[config.mk]
export PLATFORM = sky130hd
export DESIGN_NAME = bpsk_rx_frame_ctrl
export DESIGN_NICKNAME = d
export VERILOG_FILES = /design/src/rtl/bpsk_rx_frame_ctrl.sv
export SDC_FILE = /design/constraint.sdc
export NUM_CORES = 1
export LEC_CHECK = 0
export ABC_AREA = 0
export ABC_CLOCK_PERIOD_IN_PS = 5100
export BUFFER_PORTS_ARGS = -buffer_cell sky130_fd_sc_hd__buf_2
export CAP_MARGIN = 20
export CORE_ASPECT_RATIO = 0.5
export CORE_MARGIN = 3
export CORE_UTILIZATION = 36
export DETAILED_ROUTE_END_ITERATION = 10
export SYNTH_ARGS = -nofsm -noshare
export SYNTH_HDL_FRONTEND = slang
export SYNTH_SLANG_ARGS = --single-unit
[constraint.sdc]
create_clock -name clk -period 5.1 [get_ports clk]
set_clock_uncertainty 0.05 [all_clocks]
set_input_delay 1.02 -clock clk [delete_from_list [all_inputs] [get_ports clk]]
set_output_delay 1.02 -clock clk [all_outputs]
set_load 0.03 [all_outputs]
[src/rtl/bpsk_rx_frame_ctrl.sv]
// BPSK receive framer: recovers bit timing from phase transitions, decodes bits
// differentially, hunts for a sync word and writes one frame of bytes into RAM.
module bpsk_rx_frame_ctrl #(
  parameter int unsigned DATA_WIDTH   = 8,
  parameter int unsigned ADDR_WIDTH   = 8,
  parameter int unsigned FRAME_LENGTH = 150,
  parameter int unsigned REF_CLK_FREQ = 128000000,
  parameter int unsigned BAUDRATE     = 9600,
  parameter logic [15:0] SYNC_WORD    = 16'hEB90
) (
  input  logic                  clk,
  input  logic                  nrst,
  input  logic                  rx_en,
  input  logic                  phase_in,
  output logic                  ram_clk,
  output logic                  ram_en,
  output logic                  ram_we,
  output logic [ADDR_WIDTH-1:0] ram_addr,
  output logic [DATA_WIDTH-1:0] ram_wr_data,
  output logic                  ram_rst,
  output logic                  locked,
  output logic                  frame_done,
  output logic [15:0]           frame_count
);

  localparam int unsigned CPB  = REF_CLK_FREQ / BAUDRATE;
  localparam int unsigned BC_W = $clog2(CPB);
  localparam logic [BC_W-1:0]       BC_MAX    = BC_W'(CPB - 1);
  localparam logic [BC_W-1:0]       BC_HALF   = BC_W'(CPB / 2);
  localparam logic [ADDR_WIDTH-1:0] LAST_ADDR = ADDR_WIDTH'(FRAME_LENGTH - 1);

  typedef enum logic [1:0] {S_IDLE, S_HUNT, S_CAPTURE, S_DONE} state_t;

  state_t                state_q, state_d;
  logic                  s1_q, s2_q, s3_q;
  logic [BC_W-1:0]       bc_q, bc_d;
  logic                  prev_q, prev_d;
  // Only the 15 oldest sync bits and 7 oldest data bits need storing; the
  // newest bit is appended combinationally before compare/write.
  logic [14:0]           shreg_q, shreg_d;
  logic [6:0]            byte_q, byte_d;
  logic [2:0]            bit_idx_q, bit_idx_d;
  logic [ADDR_WIDTH-1:0] addr_q, addr_d;
  logic [ADDR_WIDTH-1:0] ram_addr_q, ram_addr_d;
  logic [DATA_WIDTH-1:0] ram_wr_data_q, ram_wr_data_d;
  logic                  ram_en_q, ram_en_d;
  logic                  frame_done_q, frame_done_d;
  logic [15:0]           frame_count_q, frame_count_d;

  logic        edge_det, strobe, rx_bit;
  logic [15:0] shreg_next;
  logic [7:0]  byte_next;

  always_ff @(posedge clk) begin
    if (!nrst) begin
      state_q       <= S_IDLE;
      s1_q          <= 1'b0;
      s2_q          <= 1'b0;
      s3_q          <= 1'b0;
      bc_q          <= '0;
      prev_q        <= 1'b0;
      shreg_q       <= '0;
      byte_q        <= '0;
      bit_idx_q     <= '0;
      addr_q        <= '0;
      ram_addr_q    <= '0;
      ram_wr_data_q <= '0;
      ram_en_q      <= 1'b0;
      frame_done_q  <= 1'b0;
      frame_count_q <= '0;
    end else begin
      state_q       <= state_d;
      s1_q          <= phase_in;
      s2_q          <= s1_q;
      s3_q          <= s2_q;
      bc_q          <= bc_d;
      prev_q        <= prev_d;
      shreg_q       <= shreg_d;
      byte_q        <= byte_d;
      bit_idx_q     <= bit_idx_d;
      addr_q        <= addr_d;
      ram_addr_q    <= ram_addr_d;
      ram_wr_data_q <= ram_wr_data_d;
      ram_en_q      <= ram_en_d;
      frame_done_q  <= frame_done_d;
      frame_count_q <= frame_count_d;
    end
  end

  always_comb begin
    edge_det   = s2_q ^ s3_q;
    strobe     = (state_q != S_IDLE) && (bc_q == BC_HALF);
    rx_bit     = s2_q ^ prev_q;
    shreg_next = {shreg_q, rx_bit};
    byte_next  = {byte_q, rx_bit};

    state_d       = state_q;
    bc_d          = bc_q;
    prev_d        = prev_q;
    shreg_d       = shreg_q;
    byte_d        = byte_q;
    bit_idx_d     = bit_idx_q;
    addr_d        = addr_q;
    ram_addr_d    = ram_addr_q;
    ram_wr_data_d = ram_wr_data_q;
    ram_en_d      = 1'b0;
    frame_done_d  = 1'b0;
    frame_count_d = frame_count_q;

    if (state_q == S_IDLE) begin
      bc_d   = '0;
      prev_d = 1'b0;
    end else begin
      if (edge_det)           bc_d = BC_W'(1);
      else if (bc_q == BC_MAX) bc_d = '0;
      else                     bc_d = bc_q + BC_W'(1);
      if (strobe) prev_d = s2_q;
    end

    case (state_q)
      S_IDLE: begin
        shreg_d   = '0;
        byte_d    = '0;
        addr_d    = '0;
        bit_idx_d = '0;
        state_d   = S_HUNT;
      end
      S_HUNT: begin
        if (strobe) begin
          shreg_d = shreg_next[14:0];
          if (shreg_next == SYNC_WORD) begin
            state_d   = S_CAPTURE;
            bit_idx_d = '0;
            addr_d    = '0;
          end
        end
      end
      S_CAPTURE: begin
        if (strobe) begin
          byte_d    = byte_next[6:0];
          bit_idx_d = bit_idx_q + 3'd1;
          if (bit_idx_q == 3'd7) begin
            ram_en_d      = 1'b1;
            ram_addr_d    = addr_q;
            ram_wr_data_d = DATA_WIDTH'(byte_next);
            if (addr_q == LAST_ADDR) state_d = S_DONE;
            else                     addr_d  = addr_q + ADDR_WIDTH'(1);
          end
        end
      end
      S_DONE: begin
        frame_done_d  = 1'b1;
        frame_count_d = frame_count_q + 16'd1;
        shreg_d       = '0;
        state_d       = S_HUNT;
      end
      default: state_d = S_IDLE;
    endcase

    if (!rx_en) begin
      state_d       = S_IDLE;
      ram_en_d      = 1'b0;
      frame_done_d  = 1'b0;
      frame_count_d = frame_count_q;
    end
  end

  assign ram_clk     = clk;
  assign ram_en      = ram_en_q;
  assign ram_we      = ram_en_q;
  assign ram_addr    = ram_addr_q;
  assign ram_wr_data = ram_wr_data_q;
  assign ram_rst     = 1'b0;
  assign locked      = (state_q == S_CAPTURE);
  assign frame_done  = frame_done_q;
  assign frame_count = frame_count_q;

endmodule

==> results.txt, run 1 <==
sequential fraction of the synthesis area - 43.7%
Post-Syn Nets - 490
status - complete, no violations
post-CTS setup buffer count - 0
total power - 1.61 mW
Avg WL per Cell - 13.3 um
Hold Path Stages - 1
hpwl dp - 5630 um
Synth Instances - 474
FF-to-FF setup slack - 1.79 ns
CP dominant cell by count - clkbuf_16
Reg-to-Reg Start - state_q[1]$_SDFFE_PN0P_
die area - 0.0124 mm2
DR pass1 iterations - 4
Site Rows - 26
Synth Flop Type - dfxtp_1
IO Port Bufs - 40
hold buffer count at cts - 0
FFs w/ async S/R, synth - 0%
grt total ovfl - 0
clk_lat worst skew - 0.46 ns
Reg2Reg Depth - 8
CTS tree - yes
critical path type - clk -> out
Die W - 155 um
cells along the critical path - clkbuf_16 > clkbuf_16 > buf_2
Reg-to-Reg End - addr_q[6]$_SDFFE_PN0P_
Endpoint, Worst Hold - s2_q$_SDFF_PN0_
Final nets - 519
largest net degree at the start of global routing - 52
vias in the first global route - 3,060
Worst EP arrival - 2.96 ns
Worst path max stage delay - 0.17 ns
GRT Util Overall - 14.8%
Syn. warnings - 0
Unique masters post-synth - 55
Hold Crit Start - s1_q$_SDFF_PN0_
final WL - 8650 um
#FFs+latches synth - 87
number of vias per cell - 5.15
relative slew slack - 28.4%
clock transition at the registers of the reported paths - 0.06 ns
Post-Syn Area - 0.00398 mm2
critical path's slowest cell - buf_2
Buf+Inv Stages, Crit Path - 3
share of layout cells above drive strength 1 - 14.0%
Post-synth EDFFs - 0
setup TNS - 0 ns
core area - 0.0105 mm2
GPL Wtd Cong - 0.832
Hold WC Path Type - reg -> reg
power per cell area - 345 mW/mm2
post-route ant nets - 0
# fillers - 1,042
P&R area growth vs syn - 17.1%
# IOs - 42
Startpoint Class - clock port
via count - 3,335
CP Max Fanout - 2
cell family with most CP delay - buffers and inverters
RSZ-0062 raised after global routing - no
Worst Setup End Kind - output port
Max VDD drop - 0.148 mV
average size of a mapped cell - 8.40 um2
Worst Tran Pin Value - 1.07 ns
Max Slew Vio Count - 0
DR DRC count - 0
first-pass GRT wire length - 14,800 um
P_leak - 1.77 nW
initial antenna violation count - 0
CP Data Required Time - 4.03 ns
Iter 0 DRT Violations - 191
ant diodes - 0
max-cap viol count - 0
Resize count post-CTS - 0
endpoints failing hold - 0
final setup fails - 0
initial core utilization - 38.0%
Die Ht - 80.4 um
==> metal layers <==
metal	part of all wire [%]	up-vias	routed length, um	track usage, %
li1	-	1721	-	-
met1	51	1545	4410	19.2
met2	43	57	3690	22.2
met3	4.7	12	410	6.14
met4	1.6	0	142	5.55
met5	0	-	0	0
==> per-stage QoR <==
step / hold WS, ns / area (um2) / util, % / setup slack [ns] / instances
6_report: 0.385 / 4660 / 44.5 / 1.07 / 648
5_1_grt: 0.392 / 4660 / 44.5 / 1.06 / 648
4_1_cts: 0.385 / 4660 / 44.5 / 1.06 / 648
3_5_place_dp: 0.370 / 4250 / 40.6 / 1.33 / 629
3_3_place_gp: 0.366 / 4250 / 40.6 / 1.33 / 629
2_1_floorplan: 0.362 / 3980 / - / 1.34 / 474
==> state kept, by name, indices dropped and copies added (netlist names) <==
register,cells
addr_q,8
bc_q,14
bit_idx_q,3
byte_q,7
frame_count,16
frame_done,1
prev_q,1
ram_addr,8
ram_en,1
ram_wr_data,8
s1_q,1
s2_q,1
s3_q,1
shreg_q,15
state_q,2
==> cells in the final DEF (no fill, tap or decap), drive strengths merged, types with 7 or more instances in the layout <==
cell,n
a22oi,7
inv,18
o21ai,22
xor2,12
nor3,12
clkbuf,12
nor4,7
a21oi,41
xnor2,15
dfxtp,87
nand4,10
ha,12
buf,42
nor2,42
and3,20
nand2,63
nand3,17
nor2b,15
==> how the worst max path moves through the flow <==
stage | start | to | slack (ns) | cells after the start
global placement | clk | ram_clk | 1.33 | 1
CTS | clk | ram_clk | 1.06 | 3
detailed placement | clk | ram_clk | 1.33 | 1
finish | clk | ram_clk | 1.07 | 3
floorplan | clk | ram_clk | 1.34 | 1
global route | clk | ram_clk | 1.06 | 3
==> area by class of cell <==
class	count	area (um2)	area share (%)
clock inverters	7	109	2.33
multi-input cells	347	2070	44.5
well taps	140	175	3.76
repair buffers	41	210	4.51
clock buffers	13	305	6.55
inverters	13	48.8	1.05
flip-flops and latches	87	1740	37.3
==> worst register-to-register path, stage by stage (launching register included) <==
cell     delay, ns
dfxtp_1       0.39
inv_1         0.08
ha_1          0.25
or4bb_1       0.57
nor4_4        0.52
buf_4         0.32
a31oi_1       0.37
a211o_1       0.40
a32o_1        0.25
==> power by group <==
group	leakage (nW)	internal, mW	total [mW]	switching (mW)
combinational	0.862	0.0110	0.0488	0.0378
clock	0.206	0.547	0.877	0.330
sequential	0.701	0.681	0.684	0.00222
total	1.77	1.24	1.61	0.370
==> cells by family (layout without fill, tap and decap cells) <==
kind of cell               count (synthesis)  count (layout)  synth area share [%]
AOI/OAI and AO/OA                         90              90                  13.4
xor gates and xnor gates                  27              27                  5.94
adders and majority gates                 12              12                  3.77
buffers and inverters                     40              74                  4.18
DFF                                       87              87                  43.7
muxes                                      3               3                 0.786
other                                      1               1                0.0942
and+or+nand+nor                          214             214                  28.1
==> cell usage after synthesis, types with 3 or more instances <==
master	n	area share, %
nor2b_1	15	2.4
nor3_1	12	1.5
nor4_1	5	0.79
xor2_1	12	2.6
o21ai_0	20	2.5
o31ai_1	3	0.57
ha_1	12	3.8
xnor2_1	15	3.3
dfxtp_1	87	44
a22oi_1	7	1.3
nand3_1	16	2.0
a31oi_1	4	0.63
inv_1	13	1.2
or4_1	4	0.75
and2_1	5	0.79
and3_1	20	3.1
clkbuf_1	20	1.9
buf_4	3	0.57
nor2_1	42	4.0
a21oi_1	41	5.2
nand4_1	10	1.6
nand2_1	63	5.9
Note: power is estimated with default switching activity, not from simulation.
==> run 2, diff against run 1 <==
--- a/config.mk
+++ b/config.mk
@@ -5,8 +5,8 @@
 export SDC_FILE = /design/constraint.sdc
 export NUM_CORES = 1
 export LEC_CHECK = 0
-export ABC_AREA = 0
-export ABC_CLOCK_PERIOD_IN_PS = 5100
+export ABC_AREA = 1
+export ABC_CLOCK_PERIOD_IN_PS = 4100
 export BUFFER_PORTS_ARGS = -buffer_cell sky130_fd_sc_hd__buf_2
 export CAP_MARGIN = 20
 export CORE_ASPECT_RATIO = 0.5
==> constraint.sdc (replaced) <==
create_clock -name clk -period 4.1 [get_ports clk]
set_clock_uncertainty 0.05 [all_clocks]
set_input_delay 0.82 -clock clk [delete_from_list [all_inputs] [get_ports clk]]
set_output_delay 0.82 -clock clk [all_outputs]
set_load 0.03 [all_outputs]
==> run 2 against run 1 <==
Sequential power up 25%. Critical endpoint unchanged. Sequential share of layout area down 0.13 points. Wire length down 3.8%. Hold slack worse by 0.022 ns. Sequential cell count unchanged. Clock power up 6.4%. Final cell count up 12%. Die area up 2.3%. Utilization down 0.39 points. Setup slack worse by 0.30 ns.
==> results.txt, run 2 <==
GPL Wtd Cong - 0.757
commonest non-fill, non-tap cell in the layout - nand2_1
power per cell area - 415 mW/mm2
# IOs - 42
CP dominant cell by count - clkbuf_16
cells along the critical path - clkbuf_16 > clkbuf_16 > buf_2
P_leak - 1.86 nW
Post-Syn Nets - 563
CTS tree - yes
endpoints failing hold - 0
CP Data Required Time - 3.23 ns
Synth Flop Type - dfxtp_1
share of layout cells above drive strength 1 - 16.1%
Worst Tran Pin Value - 0.680 ns
#FFs+latches synth - 87
most frequent cells in the layout - nand2_1 (106), dfxtp_1 (87), inv_1 (69)
setup TNS - 0 ns
Max VDD drop - 0.197 mV
CP Max Fanout - 2
Site Rows - 26
Worst path max stage delay - 0.17 ns
Die Ht - 81.3 um
final setup fails - 0
Synth Instances - 547
core area - 0.0106 mm2
Unique masters post-synth - 39
status - complete, no violations
clock transition at the registers of the reported paths - 0.06 ns
Post-Syn Area - 0.00408 mm2
Max Slew Vio Count - 0
relative slew slack - 54.5%
DR DRC count - 0
Final nets - 595
die area - 0.0127 mm2
RSZ-0062 raised after global routing - no
post-route ant nets - 0
multi-input logic area - 0.00191 mm2
DR pass1 iterations - 5
share of the synthesized area in the top cell type - 42.7%
sw frac - 25.0%
grt total ovfl - 0
critical path type - clk -> out
count leader, synth - nand2_1
Iter 0 DRT Violations - 160
Worst EP arrival - 2.46 ns
initial antenna violation count - 0
Resize count post-CTS - 0
initial core utilization - 38.5%
Logic pwr share - 7.8%
hold buffer count at cts - 0
critical path's slowest cell - buf_2
Hold WC Path Type - reg -> reg
Die W - 157 um
Synth top cells by count - nand2_1 (106), dfxtp_1 (87), inv_1 (69)
Synth area leaders - dfxtp_1 (43%), nand2_1 (9.8%), a21oi_1 (7.1%), inv_1 (6.3%), nand3_1 (5.4%)
average size of a mapped cell - 7.46 um2
final core occ - 44.1%
GRT Util Overall - 13.9%
max-cap viol count - 0
FFs w/ async S/R, synth - 0%
Int Pwr - 1.46 mW
final WL - 8320 um
ant diodes - 0
Avg WL per Cell - 11.5 um
hpwl dp - 5630 um
Seq pwr share - 44.1%
FF-to-FF setup slack - 1.54 ns
clock share of power - 48.0%
Post-synth EDFFs - 0
vias in the first global route - 3,061
IO Port Bufs - 40
clk_lat worst skew - 0.45 ns
Syn. warnings - 0
post-CTS setup buffer count - 0
sequential fraction of the synthesis area - 42.7%
Switch Pwr - 0.486 mW
Worst Setup End Kind - output port
Storage cell area - 0.00174 mm2
Startpoint Class - clock port
max FFs per register - 16
P&R area growth vs syn - 14.7%
area leader, netlist - dfxtp_1
largest net degree at the start of global routing - 48
first-pass GRT wire length - 14,100 um
number of vias per cell - 4.73
# fillers - 1,082
via count - 3,417
run 2: cell count changes after synthesis, moves of 9 or more:
cell	delta
nand2_1	+43
a21oi_1	+17
xnor2_1	-14
clkbuf_1	-9
nor2b_1	-15
and3_1	-20
inv_2	+10
o21ai_1	+9
nand3_1	+28
inv_1	+56
a211oi_2	+9
o21ai_0	-11
run 2: per-layer routing:
layer | track usage, % | vias to the layer above | wire [um]
met5 | 0 | - | 0
met4 | 5.07 | 0 | 109
met3 | 4.84 | 10 | 315
met2 | 21.2 | 55 | 3540
met1 | 18.3 | 1517 | 4360
li1 | - | 1835 | -
run 2: power groups by stage:
stage	logic (mW)	registers (mW)	clock network, mW
after floorplan	0.121	0.877	0.0365
after global placement	0.155	0.877	0.0307
after detailed placement	0.154	0.877	0.0307
after CTS	0.154	0.858	0.962
after global routing	0.176	0.859	0.998
final	0.152	0.858	0.933
run 2: final cells by class:
cell class,instances,area share (%)
multi-input cells,358,40.8
inverters,79,6.34
clock inverters,3,0.401
repair buffers,40,4.33
clock buffers,16,7.19
flip-flops and latches,87,37.2
well taps,140,3.74
run 2: cell families (layout without fill, tap and decap cells):
| family | Yosys count | count (layout) | share of synthesized area [%] |
|---|---|---|---|
| other cells | 1 | 1 | 0.0919 |
| compound gates | 95 | 95 | 14.0 |
| simple gates | 243 | 243 | 27.5 |
| mux | 1 | 1 | 0.245 |
| fa+ha+maj | 12 | 12 | 3.68 |
| buf+inv | 102 | 138 | 10.5 |
| xor+xnor | 6 | 6 | 1.29 |
| flops | 87 | 87 | 42.7 |
run 2: worst max-delay path, delay by kind of cell:
kind | cells | cell delay, ns
buffers and inverters | 3 | 0.41
run 2: metrics by stage:
stage | hold WS (ns) | instance area (um2) | cells | total power, mW | setup WS (ns)
CTS | 0.364 | 4680 | 723 | 1.97 | 0.764
detailed placement | 0.349 | 4330 | 705 | 1.06 | 1.03
finish | 0.363 | 4680 | 723 | 1.94 | 0.769
floorplan | 0.340 | 4080 | 547 | 1.03 | 1.04
global route | 0.418 | 4680 | 723 | 2.03 | 0.759
global placement | 0.353 | 4330 | 705 | 1.06 | 1.03
run 2: final timing paths:
kind | from | end | cells past startpoint
hold / removal | s1_q$_SDFF_PN0_ | s2_q$_SDFF_PN0_ | 2
hold reg to reg | s1_q$_SDFF_PN0_ | s2_q$_SDFF_PN0_ | 2
setup reg to reg | state_q[0]$_SDFFE_PN0P_ | ram_addr[5]$_SDFFE_PN0P_ | 10
setup / recovery | clk | ram_clk | 3
